### config.mk
export PLATFORM = sky130hd
export DESIGN_NAME = sar_search
export DESIGN_NICKNAME = d
export VERILOG_FILES = /design/src/rtl/sar_search_pkg.sv /design/src/rtl/sar_watchdog.sv /design/src/rtl/sar_search.sv
export SDC_FILE = /design/constraint.sdc
export NUM_CORES = 1
export LEC_CHECK = 0
export BUFFER_PORTS_ARGS = -buffer_cell sky130_fd_sc_hd__clkbuf_2
export CORE_MARGIN = 2
export CORE_UTILIZATION = 52
export CTS_BUF_LIST = sky130_fd_sc_hd__clkbuf_4 sky130_fd_sc_hd__clkbuf_8 sky130_fd_sc_hd__clkbuf_16
export DETAILED_ROUTE_END_ITERATION = 8
export PLACE_DENSITY = 0.83
export RECOVER_POWER = 100
export REMOVE_ABC_BUFFERS = 1
export SYNTH_ARGS = -nofsm -noshare
export SYNTH_HDL_FRONTEND = slang
export SYNTH_SLANG_ARGS = --single-unit
### constraint.sdc
create_clock -name clk -period 2.7 [get_ports clk]
set_clock_uncertainty 0.15 [all_clocks]
set_input_delay 0.405 -clock clk [delete_from_list [all_inputs] [get_ports clk]]
set_output_delay 0.405 -clock clk [all_outputs]
set_load 0.03 [all_outputs]
### src/rtl/sar_search_pkg.sv
// sar_search_pkg: shared state encoding and default sizing for the SAR search block
package sar_search_pkg;
  typedef enum logic [1:0] {IDLE, PROBE, DONE} state_t;
  localparam int W_DEF = 4;
  localparam int TIMEOUT_DEF = 16;
endpackage

### src/rtl/sar_watchdog.sv
// sar_watchdog: per-probe wait counter, expired once TIMEOUT cycles pass without a clear
module sar_watchdog #(
  parameter int TIMEOUT = 16
) (
  input  logic clk,
  input  logic rst_n,
  input  logic clear,
  input  logic enable,
  output logic expired
);
  localparam int CW = $clog2(TIMEOUT);
  logic [CW-1:0] cnt;
  assign expired = enable && cnt == CW'(TIMEOUT - 1);
  always_ff @(posedge clk)
    cnt <= (!rst_n || clear) ? '0 : (enable && !expired) ? cnt + CW'(1) : cnt;
endmodule

### src/rtl/sar_search.sv
// sar_search: MSB-first successive-approximation search against an external comparator
module sar_search import sar_search_pkg::*; #(
  parameter int W = W_DEF,
  parameter int TIMEOUT = TIMEOUT_DEF
) (
  input  logic         clk,
  input  logic         rst_n,
  input  logic         start,
  output logic [W-1:0] trial,
  output logic         trial_valid,
  input  logic         cmp_valid,
  input  logic         cmp_lt,
  input  logic         cmp_eq,
  input  logic         cmp_gt,
  output logic         busy,
  output logic         done,
  output logic [W-1:0] result,
  output logic         found,
  output logic         err
);
  localparam int SW = $clog2(W);
  state_t state;
  logic [SW-1:0] step;
  logic [W-1:0] msb, bit_now, acc, acc_next;
  logic hit, flags_ok, last, expired, new_trial;
  assign msb = {1'b1, {(W-1){1'b0}}};
  assign bit_now = msb >> step;
  assign acc = trial & ~bit_now;
  assign acc_next = cmp_lt ? trial : acc;
  assign hit = state == PROBE && cmp_valid;
  assign flags_ok = (cmp_lt ^ cmp_eq ^ cmp_gt) && !(cmp_lt && cmp_eq && cmp_gt);
  assign last = step == SW'(W - 1);
  assign new_trial = (state == IDLE && start) || (hit && flags_ok && !cmp_eq && !last);
  assign trial_valid = state == PROBE;
  assign busy = state != IDLE;
  assign done = state == DONE;
  sar_watchdog #(.TIMEOUT(TIMEOUT)) u_watchdog (
    .clk(clk),
    .rst_n(rst_n),
    .clear(new_trial),
    .enable(state == PROBE),
    .expired(expired)
  );
  always_ff @(posedge clk) begin
    if (!rst_n) begin
      state <= IDLE;
      step <= '0;
      trial <= '0;
      result <= '0;
      found <= 1'b0;
      err <= 1'b0;
    end else begin
      case (state)
        IDLE: if (start) begin
          state <= PROBE;
          step <= '0;
          trial <= msb;
          result <= '0;
          found <= 1'b0;
          err <= 1'b0;
        end
        PROBE: if (hit && !flags_ok) begin
          state <= DONE;
          err <= 1'b1;
          result <= '0;
        end else if (hit && cmp_eq) begin
          state <= DONE;
          found <= 1'b1;
          result <= trial;
        end else if (hit && last) begin
          state <= DONE;
          result <= acc_next;
        end else if (hit) begin
          step <= step + SW'(1);
          trial <= acc_next | (bit_now >> 1);
        end else if (expired) begin
          state <= DONE;
          err <= 1'b1;
          result <= '0;
        end
        default: state <= IDLE;
      endcase
    end
  end
endmodule
==> results of run 1 <==
## critical path: stages
cell	delay (ps)
sky130_fd_sc_hd__clkbuf_1	260
sky130_fd_sc_hd__ha_1	330
sky130_fd_sc_hd__or3b_1	460
sky130_fd_sc_hd__a2111oi_4	480
sky130_fd_sc_hd__o21ai_0	150
sky130_fd_sc_hd__a21oi_1	170
## power groups by stage
stage | Sequential (mW) | Combinational (mW) | Clock [mW]
6_report | 0.280 | 0.0853 | 0.125
5_1_grt | 0.281 | 0.0954 | 0.146
4_1_cts | 0.280 | 0.0891 | 0.135
3_5_place_dp | 0.286 | 0.0889 | 0
3_3_place_gp | 0.286 | 0.0875 | 0
2_1_floorplan | 0.290 | 0.0580 | 0
## state kept, by name, summed over array words and instances, names as in the netlist
register and count:
u_watchdog.cnt 4, step 2, err 1, state 2, trial 4, found 1, result 4
## cell families after synthesis
family / Yosys count / share of synthesized area [%]
AO/OA/AOI/OAI: 28 / 22.67
XOR/XNOR: 2 / 1.890
adder cells (fa/ha/maj): 6 / 8.097
buffers and inverters: 8 / 3.238
flip-flops: 18 / 38.87
multiplexers: 1 / 1.080
AND/OR/NAND/NOR: 42 / 24.16
## metrics by stage
step	utilization (%)	hold slack [ps]	cells	area, um2	setup WS, ps
2_1_floorplan	-	322.5	104	923.4	692.4
3_3_place_gp	61.47	293.5	148	1050	459.6
3_5_place_dp	61.47	312.8	148	1050	396.7
4_1_cts	62.78	254.9	151	1072	705.2
5_1_grt	61.32	250.4	151	1047	386.1
6_report	61.32	264.4	151	1047	511.5
## cells in the final DEF, fill, tap and decap left out, types with 2 or more instances in the layout
| master | count |
|---|---|
| sky130_fd_sc_hd__a21oi_1 | 9 |
| sky130_fd_sc_hd__a32o_1 | 3 |
| sky130_fd_sc_hd__clkbuf_1 | 14 |
| sky130_fd_sc_hd__clkbuf_2 | 5 |
| sky130_fd_sc_hd__clkbuf_4 | 3 |
| sky130_fd_sc_hd__dfxtp_1 | 18 |
| sky130_fd_sc_hd__ha_1 | 6 |
| sky130_fd_sc_hd__inv_1 | 6 |
| sky130_fd_sc_hd__nand2_1 | 11 |
| sky130_fd_sc_hd__nand2b_1 | 3 |
| sky130_fd_sc_hd__nand3_1 | 3 |
| sky130_fd_sc_hd__nor2_1 | 8 |
| sky130_fd_sc_hd__nor2b_1 | 2 |
| sky130_fd_sc_hd__nor3_1 | 6 |
| sky130_fd_sc_hd__nor3b_1 | 2 |
| sky130_fd_sc_hd__o21ai_0 | 5 |
## per-layer routing
metal,GRT usage (%),up-vias
met5,0,-
met4,6.857,0
met3,3.529,4
met2,33.89,23
met1,25.36,382
li1,-,425
## area by class of cell
| type | instances | area, um2 | area share (%) |
|---|---|---|---|
| Timing Repair Buffer | 19 | 77.57 | 7.407 |
| Inverter | 7 | 26.28 | 2.509 |
| Multi-Input combinational cell | 79 | 529.3 | 50.54 |
| Tap cell | 25 | 31.28 | 2.987 |
| Clock buffer | 3 | 22.52 | 2.151 |
| Sequential cell | 18 | 360.3 | 34.41 |
## final timing paths
path | cells after the start | end | slack, ps | startpoint
worst max-delay path | 6 | trial[0] | 510 | cmp_eq
worst max register to register | 5 | result[0] | 780 | step[0]
worst min register to register | 2 | err | 320 | err
worst min-delay path | 2 | state[1] | 260 | cmp_valid
==> impl_metrics.py, run 1 <==
metrics = {
    "setup_path": {
        "timing.critical_path.required_ps": 2760,
        "cp.arrival_ps": 2250,
        "worstSetupPathType": "input pin to flop",
        "worstSetupEndpointType": "flop",
        "critical_path_peak_fanout": 7,
        "crit_path_launch_type": "input pin",
    },
    "clocking": {
        "cts_max_level": 1,
        "tritoncts_num_sinks": 18,
        "cts_root_buf": "sky130_fd_sc_hd__clkbuf_4",
        "tritoncts.num_buffers": 3,
        "clk_latency_ps": 280,
        "cts_setup_buffers": 0,
        "postCtsHoldBufs": 0,
        "tritoncts": "built",
        "cts.clk_slew.worst_paths_ps": 90,
        "cts_buffer_depth": 2,
        "cts_resized": 0,
    },
    "power": {
        "share_clk_of_total_power_pct": 25.6,
        "vdd.ir_drop.worst_mv": 0.3293,
        "leakagePower_nw": 0.4054,
        "netSwitchingFraction_pct": 28.31,
        "comb_power_share_pct": 17.4,
        "total_switching_power_uw": 138.9,
        "power.share.sequential_pct": 57.0,
        "total_power_uw": 490.6,
        "power_density_nw_per_um2": 468.4,
        "cell_internal_pwr_uw": 351.7,
    },
    "placement": {
        "dp_hpwl_um": 1439,
        "routabilityCongestion": 0.8278,
        "placement.io_buffers": 19,
    },
    "floorplan": {
        "die_w_um": 46.23,
        "boundaryPins": 20,
        "die-area_um2": 2137,
        "die_h_um": 46.23,
        "fp.coreArea_um2": 1708,
        "placement_rows": 15,
        "initial_core_util_pct": 54.29,
    },
    "yosys": {
        "ys.flop_type": "sky130_fd_sc_hd__dfxtp_1",
        "synth_area_leaders": "sky130_fd_sc_hd__dfxtp_1 39%, sky130_fd_sc_hd__ha_1 8.1%, sky130_fd_sc_hd__a21oi_1 4.9%, sky130_fd_sc_hd__nand2_1 4.5%, sky130_fd_sc_hd__a32o_1 3.2%",
        "avgSynthCellArea_um2": 8.830,
        "yosysWarnings": 0,
        "post_synth_most_frequent_cells": "18 x sky130_fd_sc_hd__dfxtp_1, 11 x sky130_fd_sc_hd__nand2_1, 9 x sky130_fd_sc_hd__a21oi_1, 8 x sky130_fd_sc_hd__nor2_1",
        "syn_area_um2": 927.1,
        "synthArstFlopShare_pct": 0,
        "synth.yosys.seq_area_share_pct": 38.87,
        "synthDominantAreaCellType": "sky130_fd_sc_hd__dfxtp_1",
        "synthesis_stage_register_bit_count": 18,
        "fraction_of_synthesized_cell_area_taken_by_the_top_area_cell_type_pct": 38.87,
        "yosys.cell_count.top_type": "sky130_fd_sc_hd__dfxtp_1",
        "synth_edf_count": 0,
        "netlist-cell-type-count": 37,
        "postSynthCellCount": 105,
    },
    "detailed_routing": {
        "m1WireLength_um": 826,
        "routed-wl-met3_um": 71,
        "wirelength_um": 1783,
        "drt_first_pass_iters": 4,
        "vias": 834,
        "initialDrtViolationCount": 14,
        "detail-route-antenna-nets": 0,
        "drc": 0,
        "maxUsedRoutingLayer": "met4",
        "vias_per_cell": 5.523,
        "route.met2.wl_um": 862,
        "post_drt_wl_per_cell_um": 11.81,
    },
    "global_route": {
        "antenna_found_initial": 0,
        "gr-usage-all-layers_pct": 20.03,
        "globalRouteOverflowTotal": 0,
        "number_of_global_route_vias_before_repair": 726,
        "first_pass_grt_wire_length_um": 3091,
        "pin_count_of_the_biggest_net_entering_global_routing": 10,
    },
    "final_layout": {
        "post_route_cells_drive_above_1_share_pct": 7.937,
        "n_fill_cell": 168,
        "finish.net_count": 141,
        "areaGrowthSynthToFinish_pct": 12.96,
        "num_antenna_cells": 0,
    },
    "hold_path": {
        "holdCritPathClass": "input pin to flop",
    },
    "run": {
        "max_cap_viol_count": 0,
    },
    "sta": {
        "final.setup.tns_ps": 0,
        "setup_viol_count_final": 0,
        "worstMarginPinSlew_ps": 457.0,
        "timing.final.crit_share_pct": 81.06,
        "finalHoldViolations": 0,
        "achievable-frequency_mhz": 456.9,
        "slew_violations": 0,
        "relSlewSlack_pct": 69.53,
        "grt_setup_unrepaired": "no",
        "period_minus_slack_ps": 2189,
    },
    "outcome": {
        "status": "completed",
    },
}
No activity file was read; power rests on OpenSTA's default activity.
==> run 2, diff against run 1 <==
--- a/config.mk
+++ b/config.mk
@@ -5,9 +5,10 @@
 export SDC_FILE = /design/constraint.sdc
 export NUM_CORES = 1
 export LEC_CHECK = 0
+export ABC_AREA = 1
 export BUFFER_PORTS_ARGS = -buffer_cell sky130_fd_sc_hd__clkbuf_2
 export CORE_MARGIN = 2
-export CORE_UTILIZATION = 52
+export CORE_UTILIZATION = 53
 export CTS_BUF_LIST = sky130_fd_sc_hd__clkbuf_4 sky130_fd_sc_hd__clkbuf_8 sky130_fd_sc_hd__clkbuf_16
 export DETAILED_ROUTE_END_ITERATION = 8
 export PLACE_DENSITY = 0.83
==> constraint.sdc (replaced) <==
create_clock -name clk -period 2.1 [get_ports clk]
set_clock_uncertainty 0.15 [all_clocks]
set_input_delay 0.315 -clock clk [delete_from_list [all_inputs] [get_ports clk]]
set_output_delay 0.315 -clock clk [all_outputs]
set_load 0.03 [all_outputs]
==> impl_metrics.py, run 2 <==
metrics = {
    "yosys": {
        "yosysWarnings": 0,
        "yosys.cell_count.top_type": "sky130_fd_sc_hd__nand2_1",
        "avgSynthCellArea_um2": 6.654,
        "synth_area_leaders": "sky130_fd_sc_hd__dfxtp_1 35%, sky130_fd_sc_hd__nand2_1 14%, sky130_fd_sc_hd__nor2_1 7.7%, sky130_fd_sc_hd__ha_1 7.3%, sky130_fd_sc_hd__nand3_1 7.3%",
        "synthesis_stage_register_bit_count": 18,
        "postSynthCellCount": 154,
        "synthArstFlopShare_pct": 0,
        "netlist-cell-type-count": 21,
        "synthDominantAreaCellType": "sky130_fd_sc_hd__dfxtp_1",
        "fraction_of_synthesized_cell_area_taken_by_the_top_area_cell_type_pct": 35.16,
        "synth.yosys.seq_area_share_pct": 35.16,
        "post_synth_most_frequent_cells": "37 x sky130_fd_sc_hd__nand2_1, 21 x sky130_fd_sc_hd__nor2_1, 18 x sky130_fd_sc_hd__dfxtp_1, 18 x sky130_fd_sc_hd__inv_1, 15 x sky130_fd_sc_hd__nand3_1",
        "ys.flop_type": "sky130_fd_sc_hd__dfxtp_1",
        "synth_edf_count": 0,
        "syn_area_um2": 1025,
    },
    "global_route": {
        "first_pass_grt_wire_length_um": 3594,
        "globalRouteOverflowTotal": 0,
        "number_of_global_route_vias_before_repair": 919,
        "gr-usage-all-layers_pct": 21.96,
        "antenna_found_initial": 0,
        "pin_count_of_the_biggest_net_entering_global_routing": 12,
    },
    "setup_path": {
        "critical_path.reg2reg.endpoint": "result[3]",
        "worstSetupPathType": "flop to output port",
        "critPathLaunch": "state[0]",
        "ff2ff_path_depth": 7,
        "critical_path_peak_fanout": 9,
        "timing.rr.start": "state[0]",
        "timing.critical_path.required_ps": 1630,
        "cp.arrival_ps": 1390,
        "worstSetupEndpointType": "output port",
        "worst-r2r-setup-slack_ps": 340,
        "crit_path_launch_type": "flop",
    },
    "detailed_routing": {
        "post_drt_wl_per_cell_um": 10.88,
        "drc": 0,
        "initialDrtViolationCount": 29,
        "vias": 1039,
        "vias_per_cell": 5.195,
        "wirelength_um": 2176,
        "detail-route-antenna-nets": 0,
        "drt_first_pass_iters": 4,
    },
    "final_layout": {
        "n_fill_cell": 174,
        "final_std_cell_area_no_fill_um2": 1137,
        "post-route-util_pct": 64.47,
        "post_route_cells_drive_above_1_share_pct": 8.000,
        "num_antenna_cells": 0,
        "finish.net_count": 190,
        "ff_latch_area_um2": 360.3,
        "final_common_cell": "sky130_fd_sc_hd__nand2_1",
        "biggestRegsByFlops": "result x4, trial x4, u_watchdog.cnt x4",
        "multiInputGateArea_um2": 564.3,
        "most_frequent_cells_in_the_layout": "38 x sky130_fd_sc_hd__nand2_1, 22 x sky130_fd_sc_hd__nor2_1, 19 x sky130_fd_sc_hd__inv_1, 18 x sky130_fd_sc_hd__dfxtp_1, 16 x sky130_fd_sc_hd__nand3_1",
        "instances_no_fill": 200,
        "areaGrowthSynthToFinish_pct": 10.99,
    },
    "placement": {
        "placed_cells": 197,
        "placement.io_buffers": 19,
        "pre_cts_ws_ps": 111.9,
        "routabilityCongestion": 0.9200,
        "placed_cell_area_um2": 1140,
        "dp_hpwl_um": 1728,
    },
    "power": {
        "cell_internal_pwr_uw": 513.8,
        "total_switching_power_uw": 308.1,
        "netSwitchingFraction_pct": 37.48,
        "comb_power_share_pct": 31.7,
        "vdd.ir_drop.worst_mv": 0.5582,
        "leakagePower_nw": 0.5139,
        "power_density_nw_per_um2": 722.6,
        "share_clk_of_total_power_pct": 19.8,
        "total_power_uw": 821.8,
        "power.share.sequential_pct": 48.5,
    },
    "floorplan": {
        "initial_core_util_pct": 58.09,
        "fp.coreArea_um2": 1764,
        "die_w_um": 47.97,
        "placement_rows": 15,
        "die_h_um": 47.97,
        "boundaryPins": 20,
        "die-area_um2": 2301,
    },
    "clocking": {
        "clk_latency_ps": 290,
        "postCtsHoldBufs": 0,
        "tritoncts": "built",
        "cts_resized": 0,
        "tritoncts_num_sinks": 18,
        "cts_setup_buffers": 0,
        "cts.clk_slew.worst_paths_ps": 100,
        "cts_max_level": 1,
        "cts_buffer_depth": 2,
        "cts_root_buf": "sky130_fd_sc_hd__clkbuf_4",
        "tritoncts.num_buffers": 3,
    },
    "sta": {
        "setup_viol_count_final": 0,
        "worstMarginPinSlew_ps": 366.5,
        "post-route-worst-setup-slack_ps": 245.9,
        "period_minus_slack_ps": 1854,
        "finalHoldViolations": 0,
        "final.setup.tns_ps": 0,
        "timing.final.crit_share_pct": 88.29,
        "grt_setup_unrepaired": "no",
        "slew_violations": 0,
        "achievable-frequency_mhz": 539.4,
        "worst_hold_slack_ps": 173.1,
        "relSlewSlack_pct": 75.67,
    },
    "hold_path": {
        "holdCritStartpoint": "rst_n",
        "hold-path-cell-count": 3,
        "holdCritPathClass": "input pin to flop",
        "hold_path_end": "result[0]",
    },
    "outcome": {
        "status": "completed",
    },
    "run": {
        "max_cap_viol_count": 0,
    },
}
run 2: logic make-up after synthesis:
group           synth area share, %
fa+ha+maj                     7.326
flops                         35.17
xor+xnor                     0.8549
compound gates                12.09
buf+inv                       8.791
simple gates                  35.78
run 2: area by class of cell:
class	count	area share [%]
Timing Repair Buffer	19	7.041
Inverter	21	6.931
Sequential cell	18	31.68
Tap cell	25	2.750
Multi-Input combinational cell	114	49.61
Clock buffer	3	1.980
run 2: power by group through the flow:
stage | clock network, mW | registers [mW] | logic, mW
after global placement | 0 | 0.405 | 0.264
final | 0.163 | 0.399 | 0.260
after detailed placement | 0 | 0.407 | 0.271
after floorplan | 0 | 0.446 | 0.158
after CTS | 0.168 | 0.399 | 0.272
after global routing | 0.177 | 0.403 | 0.294
run 2: per-layer routing:
layer / GRT usage [%] / vias up / part of all wire [%]
met1: 26.47 / 469 / 44
li1: - / 535 / -
met4: 5.946 / 0 / 1.1
met5: 0 / - / 0
met3: 7.170 / 4 / 6.4
met2: 37.33 / 31 / 48
run 2: critical path, cell delays in order, from the launching register on:
cell and delay (ps):
sky130_fd_sc_hd__dfxtp_1 450, sky130_fd_sc_hd__nand2_1 150, sky130_fd_sc_hd__inv_1 230, sky130_fd_sc_hd__clkbuf_2 260
run 2: worst max-delay path by stage:
stage                       end  slack, ps  cells past startpoint
global placement        step[0]        190                     11
detailed placement      step[0]        110                     11
floorplan               step[0]        430                     10
finish              trial_valid        250                      3
global route            step[0]        190                     11
CTS                 trial_valid        340                      3
